===== src/rtl/bit_serial_sequencer.sv =====
// bit_serial_sequencer
//   Bit-serial PE controller. Latches one 32-bit instruction on start and
//   walks dual-port BRAM addresses, write enables, ALU op and neighbour-move
//   controls one bit (ALU ops) or one bit pair (moves) at a time.
//
//   Ports:
//     clk, reset (async, active-low)
//     start, instruction[31:0]  : issue request ([31:26] op, [25:21] rd,
//                                 [20:16] rs1, [15:11] rs2)
//     busy, done, illegal       : handshake / status
//     alu_op[3:0]               : 0 ADD, 1 SUB, 9/10 MSB-first, F move pass
//     wea, web, addra, addrb    : BRAM port controls
//     dir_en[3:0], dir_mode[7:0]: {N,S,W,E} move controls
//     count[CNT_W-1:0]          : bit/pass index (debug)
//
//   Optional feature macro: BITSEQ_ILLEGAL_TRAP_EN
//     defined   : bad opcode or register index >= NREG -> done with illegal=1
//     undefined : bad opcode completes as a no-op, illegal tied to 0
//
//   All outputs are registered from the current FSM state, so they trail the
//   state register by one cycle.

module bit_serial_sequencer #(
    parameter int unsigned LENGTH = 32,
    parameter int unsigned NREG   = 32,
    parameter int unsigned ADDR_W = 10,
    parameter int unsigned RD_LAT = 0,
    parameter int unsigned CNT_W  = $clog2(LENGTH) + 1
) (
    input  logic              clk,
    input  logic              reset,
    input  logic              start,
    input  logic [31:0]       instruction,
    output logic              busy,
    output logic              done,
    output logic              illegal,
    output logic [3:0]        alu_op,
    output logic              wea,
    output logic              web,
    output logic [ADDR_W-1:0] addra,
    output logic [ADDR_W-1:0] addrb,
    output logic [3:0]        dir_en,
    output logic [7:0]        dir_mode,
    output logic [CNT_W-1:0]  count
);

    if (64'(NREG) * 64'(LENGTH) > (64'd1 << ADDR_W)) begin : g_addr_chk
        $error("bit_serial_sequencer: NREG*LENGTH exceeds BRAM address space");
    end
    if ((LENGTH % 2) != 0 || LENGTH < 2) begin : g_len_chk
        $error("bit_serial_sequencer: LENGTH must be even and >= 2");
    end

    localparam logic [2:0] S_IDLE  = 3'd0;
    localparam logic [2:0] S_RD    = 3'd1;
    localparam logic [2:0] S_WAIT  = 3'd2;
    localparam logic [2:0] S_WB    = 3'd3;
    localparam logic [2:0] S_LATCH = 3'd4;
    localparam logic [2:0] S_DONE  = 3'd5;

    logic [2:0]       r_state;
    logic [20:0]      r_instr;
    logic [CNT_W-1:0] r_cnt;
    logic [1:0]       r_wait;
    logic             r_ill;
    logic             r_illegal;

    logic w_unused;
    assign w_unused = ^instruction[10:0];

    // Decode of the latched instruction
    logic [5:0] w_op;
    logic [4:0] w_rd, w_rs1, w_rs2;
    logic       w_alu, w_desc, w_move, w_latch;
    logic [3:0] w_dir;
    logic [3:0] w_alu_code;
    assign w_op   = r_instr[20:15];
    assign w_rd   = r_instr[14:10];
    assign w_rs1  = r_instr[9:5];
    assign w_rs2  = r_instr[4:0];
    assign w_desc  = (w_op == 6'd9) || (w_op == 6'd10);
    assign w_alu   = (w_op == 6'd0) || (w_op == 6'd1) || w_desc;
    assign w_move  = (w_op >= 6'd5) && (w_op <= 6'd8);
    assign w_latch = (w_op == 6'd5) || (w_op == 6'd8);
    assign w_dir   = (w_op == 6'd5) ? 4'b0001 :
                     (w_op == 6'd6) ? 4'b0010 :
                     (w_op == 6'd7) ? 4'b0100 :
                     (w_op == 6'd8) ? 4'b1000 : 4'b0000;
    assign w_alu_code = w_alu ? w_op[3:0] : (w_move ? 4'hF : 4'h0);

    // Decode of the incoming instruction for acceptance
    logic [5:0] w_in_op;
    logic       w_in_alu, w_in_move, w_in_ok;
    assign w_in_op   = instruction[31:26];
    assign w_in_alu  = (w_in_op <= 6'd1) || (w_in_op == 6'd9) || (w_in_op == 6'd10);
    assign w_in_move = (w_in_op >= 6'd5) && (w_in_op <= 6'd8);
`ifdef BITSEQ_ILLEGAL_TRAP_EN
    assign w_in_ok = (w_in_alu && 32'(instruction[25:21]) < NREG
                               && 32'(instruction[20:16]) < NREG
                               && 32'(instruction[15:11]) < NREG)
                  || (w_in_move && 32'(instruction[25:21]) < NREG
                                && 32'(instruction[20:16]) < NREG);
`else
    assign w_in_ok = w_in_alu || w_in_move;
`endif

    function automatic logic [ADDR_W-1:0] f_base(input logic [4:0] r, input logic desc);
        logic [31:0] t;
        t = 32'(r) * LENGTH + (desc ? LENGTH - 1 : 32'd0);
        return t[ADDR_W-1:0];
    endfunction

    // Moves step two rows per pass; ALU ops step one row per bit
    logic [31:0]       w_idx;
    logic [ADDR_W-1:0] w_off, w_src_a, w_src_b, w_dst;
    logic [ADDR_W-1:0] w_rd_a, w_rd_b, w_wb_a, w_wb_b;
    logic              w_last;
    assign w_idx   = w_move ? (32'(r_cnt) << 1) : 32'(r_cnt);
    assign w_off   = w_idx[ADDR_W-1:0];
    assign w_src_a = f_base(w_rs1, w_desc);
    assign w_src_b = f_base(w_rs2, w_desc);
    assign w_dst   = f_base(w_rd, w_desc);
    assign w_rd_a  = w_desc ? w_src_a - w_off : w_src_a + w_off;
    assign w_rd_b  = w_move ? w_src_a + w_off + 1'b1
                            : (w_desc ? w_src_b - w_off : w_src_b + w_off);
    assign w_wb_a  = w_desc ? w_dst - w_off : w_dst + w_off;
    assign w_wb_b  = w_dst + w_off + 1'b1;
    assign w_last  = 32'(r_cnt) == (w_move ? LENGTH / 2 - 1 : LENGTH - 1);

    always_ff @(posedge clk or negedge reset) begin
        if (!reset) begin
            r_state <= S_IDLE;
            r_instr <= '0;
            r_cnt   <= '0;
            r_wait  <= '0;
            r_ill   <= 1'b0;
        end else begin
            case (r_state)
                S_IDLE: if (start) begin
                    r_instr <= instruction[31:11];
                    r_cnt   <= '0;
                    r_wait  <= '0;
`ifdef BITSEQ_ILLEGAL_TRAP_EN
                    r_ill   <= !w_in_ok;
`endif
                    r_state <= w_in_ok ? S_RD : S_DONE;
                end
                S_RD: begin
                    r_wait  <= '0;
                    r_state <= (RD_LAT == 0) ? S_WB : S_WAIT;
                end
                S_WAIT: begin
                    r_wait <= r_wait + 2'd1;
                    if (32'(r_wait) + 32'd1 >= RD_LAT) r_state <= S_WB;
                end
                S_WB: begin
                    r_cnt <= r_cnt + 1'b1;
                    if (!w_last)      r_state <= S_RD;
                    else if (w_latch) r_state <= S_LATCH;
                    else              r_state <= S_DONE;
                end
                S_LATCH: r_state <= S_DONE;
                S_DONE: begin
                    r_ill   <= 1'b0;
                    r_state <= S_IDLE;
                end
                default: r_state <= S_IDLE;
            endcase
        end
    end

    logic              w_pass_st, w_busy_st;
    logic              w_nx_wea, w_nx_web;
    logic [ADDR_W-1:0] w_nx_a, w_nx_b;
    logic [3:0]        w_nx_den;
    logic [7:0]        w_nx_mode;
    assign w_pass_st = (r_state == S_RD) || (r_state == S_WAIT) || (r_state == S_WB);
    assign w_busy_st = w_pass_st || (r_state == S_LATCH);

    always_comb begin
        w_nx_wea  = 1'b0;
        w_nx_web  = 1'b0;
        w_nx_a    = '0;
        w_nx_b    = '0;
        w_nx_den  = '0;
        w_nx_mode = '0;
        if (r_state == S_RD || r_state == S_WAIT) begin
            w_nx_a = w_rd_a;
            w_nx_b = w_rd_b;
        end else if (r_state == S_WB) begin
            w_nx_a   = w_wb_a;
            w_nx_b   = w_move ? w_wb_b : '0;
            w_nx_wea = 1'b1;
            w_nx_web = w_move;
        end
        if (w_move && w_busy_st) begin
            w_nx_den = w_dir;
            for (int unsigned j = 0; j < 4; j++) begin
                if (w_dir[j]) w_nx_mode[2*j +: 2] = (r_state == S_LATCH) ? 2'd2 : 2'd1;
            end
        end
    end

    always_ff @(posedge clk or negedge reset) begin
        if (!reset) begin
            busy      <= 1'b0;
            done      <= 1'b0;
            r_illegal <= 1'b0;
            alu_op    <= '0;
            wea       <= 1'b0;
            web       <= 1'b0;
            addra     <= '0;
            addrb     <= '0;
            dir_en    <= '0;
            dir_mode  <= '0;
            count     <= '0;
        end else begin
            busy      <= w_busy_st;
            done      <= (r_state == S_DONE);
            r_illegal <= (r_state == S_DONE) && r_ill;
            alu_op    <= (r_state != S_IDLE) ? w_alu_code : 4'h0;
            wea       <= w_nx_wea;
            web       <= w_nx_web;
            addra     <= w_nx_a;
            addrb     <= w_nx_b;
            dir_en    <= w_nx_den;
            dir_mode  <= w_nx_mode;
            count     <= r_cnt;
        end
    end

`ifdef BITSEQ_ILLEGAL_TRAP_EN
    assign illegal = r_illegal;
`else
    assign illegal = 1'b0;
`endif

endmodule


===== config.mk =====
export PLATFORM = sky130hd
export DESIGN_NAME = bit_serial_sequencer
export DESIGN_NICKNAME = d
export VERILOG_FILES = /design/src/rtl/bit_serial_sequencer.sv
export SDC_FILE = /design/constraint.sdc
export NUM_CORES = 1
export LEC_CHECK = 0
export ABC_AREA = 1
export CORE_MARGIN = 5
export CORE_UTILIZATION = 58
export CTS_CLUSTER_SIZE = 10
export DETAILED_ROUTE_END_ITERATION = 8
export PLACE_DENSITY = 0.92
export REMOVE_ABC_BUFFERS = 1
export SETUP_SLACK_MARGIN = 0.3
export SLEW_MARGIN = 25
export SYNTH_ARGS = -nofsm -noshare
export SYNTH_HDL_FRONTEND = slang
export SYNTH_SLANG_ARGS = --single-unit

===== constraint.sdc =====
create_clock -name clk -period 7.6 [get_ports clk]
set_clock_uncertainty 0.2 [all_clocks]
set_input_delay 1.52 -clock clk [delete_from_list [all_inputs] [get_ports clk]]
set_output_delay 1.52 -clock clk [all_outputs]
set_load 0.005 [all_outputs]

* Word-level counts from Yosys, hierarchy flattened
Cells that the tools add are included.
** Word-level totals
- Word-level logic and storage cells :: 113
- Output and inout bits :: 47
- Bits of input ports :: 35
- Register bits after elaboration :: 78
** Cells by class
- $lt $le $gt $ge :: 6
- Reduce and logical (&&, ||, !) cells :: 22
- Equal/unequal tests :: 17
- Add/sub/neg operators :: 14
- Multiplexer cells :: 40
** Operators by type and width (number)
- 2-to-1 mux 10 bit :: 9
- 2-to-1 mux 4 bit :: 8
- adder 10 x 7 -> 10 bit :: 3
- equality test 6 x 4 -> 1 bit (second input constant) :: 5
- subtractor 10 x 7 -> 10 bit :: 3
- adder 10 x 1 -> 10 bit (second input constant) :: 2
- adder 10 bit :: 2
- equality test 6 x 3 -> 1 bit (second input constant) :: 3
- one-hot mux 3 bit (5 select lines) :: 1
- greater-or-equal comparator 6 x 3 -> 1 bit (second input constant) :: 2
- less-or-equal comparator 6 x 4 -> 1 bit (second input constant) :: 2
- 2-to-1 mux 2 bit :: 6
- 2-to-1 mux 3 bit :: 4
- one-hot mux 6 bit (2 select lines) :: 1
- adder 10 x 5 -> 10 bit :: 1
- logical OR 1 bit :: 10
- 2-to-1 mux 5 bit :: 2
- 2-to-1 mux 8 bit :: 1
- AND reduction 2 bit :: 4
- 2-to-1 mux 7 bit :: 1
- adder 6 x 1 -> 6 bit (second input constant) :: 1
- equality test 3 x 2 -> 1 bit (second input constant) :: 2
- equality test 3 bit (second input constant) :: 2
- equality test 6 x 1 -> 1 bit (second input constant) :: 1
- other kinds (15) :: 23

* Longest topological paths before layout
- Word-level depth :: 9
- Depth in mapped cells :: 25
- Depth with buffers taken out :: 25

* Least setup slack after synthesis
No wires, ideal clock.
- Kind :: reg2reg
- From :: reg r_instr[20]
- To :: reg addrb[9]
- Cell stages (with the launch flop) :: 20
- Setup slack :: 3.789 ns
- Path buffers :: 1
- Data arrival time :: 3.546 ns
- Period minus slack after synthesis :: 3.811 ns
- Library setup time :: 0.065 ns
- Data required time :: 7.335 ns
- Path through :: dfrtp_1 > nor2_4 > nand4_1 > clkinv_1 > clkbuf_1 > ha_1 > inv_1 > fa_1 > xnor2_1 > nand2_1 > nor2_1 > nand2_1 > nor2_2 > inv_1 > nor2_1 > nand2_1 > nor3_2 > xnor2_1 > nand2_1 > nand2_1
** On the way
- Cells in the longest elaborated chain, start to end :: 9
- Elaborated cells on any way between the ends :: 22
- Those cells by class :: add/sub: 9; order compare: 2; eq/ne: 2; mux: 7; reduce/logical: 2
** RTL lines
- start, declared :: RTL line 62 : logic [20:0] r_instr;
- start signal, assigned :: RTL line 140 : r_instr <= instruction[31:11];
- equality test 6 x 4 -> 1 bit :: RTL line 81 : assign w_desc = (w_op == 6'd9) || (w_op == 6'd10);
- logical OR 1 bit :: RTL line 81
- 2-to-1 mux 5 bit :: RTL line 109 : t = 32'(r) * LENGTH + (desc ? LENGTH - 1 : 32'd0);
- adder 10 x 5 -> 10 bit :: RTL line 109
- adder 10 x 7 -> 10 bit :: RTL line 127 : assign w_wb_b = w_dst + w_off + 1'b1;
- adder 10 x 1 -> 10 bit :: RTL line 127
- 2-to-1 mux 10 bit :: RTL line 192 : w_nx_b = w_move ? w_wb_b : '0;
- 2-to-1 mux 10 bit :: RTL line 190 : end else if (r_state == S_WB) begin
- 2-to-1 mux 10 bit (*) :: RTL line 187 : if (r_state == S_RD || r_state == S_WAIT) begin
- net w_nx_b[9] :: RTL line 174 : logic [ADDR_W-1:0] w_nx_a, w_nx_b;
- end signal, assigned :: RTL line 225 : addrb <= w_nx_b;
- end, declared :: RTL line 41 : output logic [ADDR_W-1:0] addrb,
Mark *: on every way through the listed nets, which the timed path passes. The rest lies on a longest branch.
A chain may end at the register's enable or synchronous reset.

* Worst setup path after layout
- From :: reg r_instr[15]
- To :: reg addrb[8]
The elaborated chain is that of the path after synthesis.

==> flow_summary_export.csv <==
group,metric,value,unit
critical_path,cpMostUsedCell,"inv_1",
yosys,ys_seq_area_share,40.5,%
critical_path,crit_type,"flop to flop",
placement,dp_hpwl,8390,µm
timing,maxSlewViolCount,0,
yosys,netlist_area,4700,µm²
placement,place.gp.congestion,1.02,
critical_path,cp-startpoint,"r_instr[15]$_DFFE_PN0P_",
timing,fin_crit_sh,64.9,%
cells_and_area,layout.nets,743,
cells_and_area,mostFrequentLayoutCells,"nand2_1 (155), inv_1 (77), dfrtp_1 (76)",
critical_path,r2r_cells,16,
timing,setup_violations,0,
job,cap_violations,0,
critical_path,crit_chain,"inv_1 -> nand2_2 -> nand4_1 -> clkinv_1 -> ha_1 -> inv_1 -> fa_1 -> inv_1 -> ha_1 -> nand3_1 -> nor2_1 -> nand2_1 -> nor2_1 -> nand2_1 -> o21ai_0 -> o21ai_2",
yosys,ys_types,45,
timing,min_period,4930,ps
global_route,grt_pass1_vias,4139,
critical_path,end_kind,"flop",
global_route,overflow,0,
placement,place_area,5470,µm²
power_and_ir_drop,power_density,449,nW/µm²
power_and_ir_drop,p_leak,2.83,nW
timing,holdWs,228,ps
clock_network,postCtsHoldBufs,0,
clock_network,clock_latency,370,ps
global_route,grtUsageTotal,23.3,%
global_route,grt_pass1_wl,18800,µm
timing,relSlewSlack,41.5,%
clock_network,ctsResizeCount,0,
detailed_routing,drtIter0Drc,462,
cells_and_area,antennaDiodeCount,0,
timing,grt_setup_unrepaired,"no",
yosys,yosysWarningCount,0,
floorplanning,dieWidth,100,µm
detailed_routing,wl_per_cell,14.3,µm
critical_path,worst-path-max-fanout,29,
detailed_routing,drcViolationCount,0,
floorplanning,dieArea,10000,µm²
critical_path,r2r-end,"addrb[8]$_DFF_PN0_",
critical_path,slowest_stage,"clkinv_1",
clock_network,max-clock-path-buffers,2,
yosys,ys_ff_latch,76,
critical_path,worstPathRequired,7660,ps
timing,setup_tns,0,ps
detailed_routing,num_vias,4290,
critical_path,r2r_slack,2670,ps
cells_and_area,final_util,72.7,%
cells_and_area,final_common_cell,"nand2_1",
clock_network,clkTransAtPathRegs,100,ps
timing,clock.fmax,203,MHz
clock_network,numCtsBuffers,9,
placement,io_buffer_count,69,
clock_network,cts-root-buf,"clkbuf_8",
clock_network,cts_setup_buffers,0,
detailed_routing,wirelength,11200,µm
floorplanning,pin_count,82,
cells_and_area,drive_above_1_share,7.92,%
floorplanning,core_area,7810,µm²
critical_path,crit_arrival,4990,ps
global_route,antenna_found_initial,0,
yosys,syn_area_per_cell,7.75,µm²
critical_path,endpoint,"addrb[8]$_DFF_PN0_",
detailed_routing,antenna_left,0,
critical_path,start_kind,"flop",
timing,fin_ws,2670,ps
floorplanning,placementRows,32,
status,status,"finished, final reports clean",
detailed_routing,viasPerCell,5.47,
floorplanning,initial_core_util,60.2,%
timing,worstMarginPinSlew,873,ps
timing,final_hold_viol_count,0,
cells_and_area,final_area,5680,µm²
clock_network,cts_tree,"done",
global_route,grt_max_degree,77,
placement,pre_cts_ws,2860,ps
hold_path,hold_class,"flop to flop",
cells_and_area,syn_to_final_growth,20.9,%
critical_path,rr_startpoint,"r_instr[15]$_DFFE_PN0P_",
critical_path,max_stage_delay,940,ps
clock_network,clkSinkCount,76,
power_and_ir_drop,ir_drop,0.224,mV
floorplanning,die_h,100,µm
detailed_routing,dr.pass1.iters,5,
yosys,postSynthCellCount,606,
clock_network,cts-htree-levels,3,
[worst max-delay path, delay by kind of cell (launching register included)]
kind | cells | cell delay, ps
buf+inv | 4 | 1210
compound gates | 2 | 300
simple gates | 7 | 1470
flops | 1 | 430
fa+ha+maj | 3 | 1170
[cells by family after synthesis]
family	share of synthesized area, %
adder cells (fa/ha/maj)	8.42
buffers and inverters	7.94
other	0.0798
XOR/XNOR	3.52
AND/OR/NAND/NOR	27.3
AO/OA/AOI/OAI	12.3
flip-flops	40.5
[worst min path at each step]
stage / from / to / slack, ps / cells after the start
floorplan: r_cnt[3]$_DFFE_PN0P_ / count[3]$_DFF_PN0_ / 170 / 0
global placement: r_cnt[5]$_DFFE_PN0P_ / count[5]$_DFF_PN0_ / 190 / 0
detailed placement: r_cnt[5]$_DFFE_PN0P_ / count[5]$_DFF_PN0_ / 200 / 0
CTS: r_cnt[5]$_DFFE_PN0P_ / count[5]$_DFF_PN0_ / 220 / 0
global route: r_cnt[5]$_DFFE_PN0P_ / count[5]$_DFF_PN0_ / 230 / 0
finish: r_cnt[5]$_DFFE_PN0P_ / count[5]$_DFF_PN0_ / 230 / 0
[registers in the layout (all words and copies together) (netlist names)]
signal    flops
alu_op        4
wea           1
r_instr      21
web           1
addrb        10
busy          1
count         6
r_cnt         6
dir_en        4
addra        10
dir_mode      8
r_state       3
done          1
[synth_stat cells (all sizes together)]
| library cell | number | share of area [%] |
|---|---|---|
| fa | 1 | 0.43 |
| a21o | 1 | 0.16 |
| nor2 | 63 | 5.4 |
| inv | 83 | 6.6 |
| conb | 1 | 0.080 |
| xnor2 | 4 | 0.75 |
| a221oi | 3 | 0.56 |
| o21a | 2 | 0.32 |
| dfrtp | 76 | 40 |
| nand4 | 7 | 0.93 |
| a21oi | 29 | 3.1 |
| clkbuf | 8 | 0.64 |
| a21boi | 1 | 0.24 |
| a22oi | 1 | 0.16 |
| a211oi | 2 | 0.32 |
| or2 | 2 | 0.27 |
| buf | 3 | 0.59 |
| o211ai | 6 | 1.1 |
| nor3b | 1 | 0.16 |
| nand3 | 46 | 5.5 |
| o22ai | 2 | 0.27 |
| clkinv | 1 | 0.080 |
| o21bai | 4 | 0.64 |
| o21ai | 39 | 4.6 |
| a32o | 2 | 0.43 |
| ha | 30 | 8.0 |
| nand2 | 164 | 14 |
| xor2 | 14 | 2.8 |
| nor3 | 7 | 0.85 |
| a31oi | 3 | 0.40 |
[metrics by stage]
step	total power [mW]	cells
after floorplan	1.72	595
after global placement	2.13	768
after detailed placement	2.20	768
after CTS	2.53	784
after global routing	2.77	784
final	2.55	784
[routing by layer]
| layer | track usage, % | wire [µm] | up-vias |
|---|---|---|---|
| met5 | 0 | 0 | - |
| met4 | 8.81 | 246 | 0 |
| met3 | 4.66 | 927 | 33 |
| met2 | 39.9 | 5480 | 201 |
| met1 | 29.3 | 4560 | 1968 |
| li1 | - | - | 2088 |
[power by group]
group,switching (mW),total (mW),internal [mW]
clock,0.175,0.306,0.131
combinational,0.997,1.59,0.595
sequential,0.0936,0.651,0.557
[cell type report]
type / count / area, µm²
inverters: 84 / 315
clock inverters: 7 / 76.3
flip-flops and latches: 76 / 1900
well taps: 102 / 128
multi-input cells: 435 / 2420
fillers: 597 / 2130
clock buffers: 9 / 124
repair buffers: 71 / 707
(Power assumes the default switching activity.)
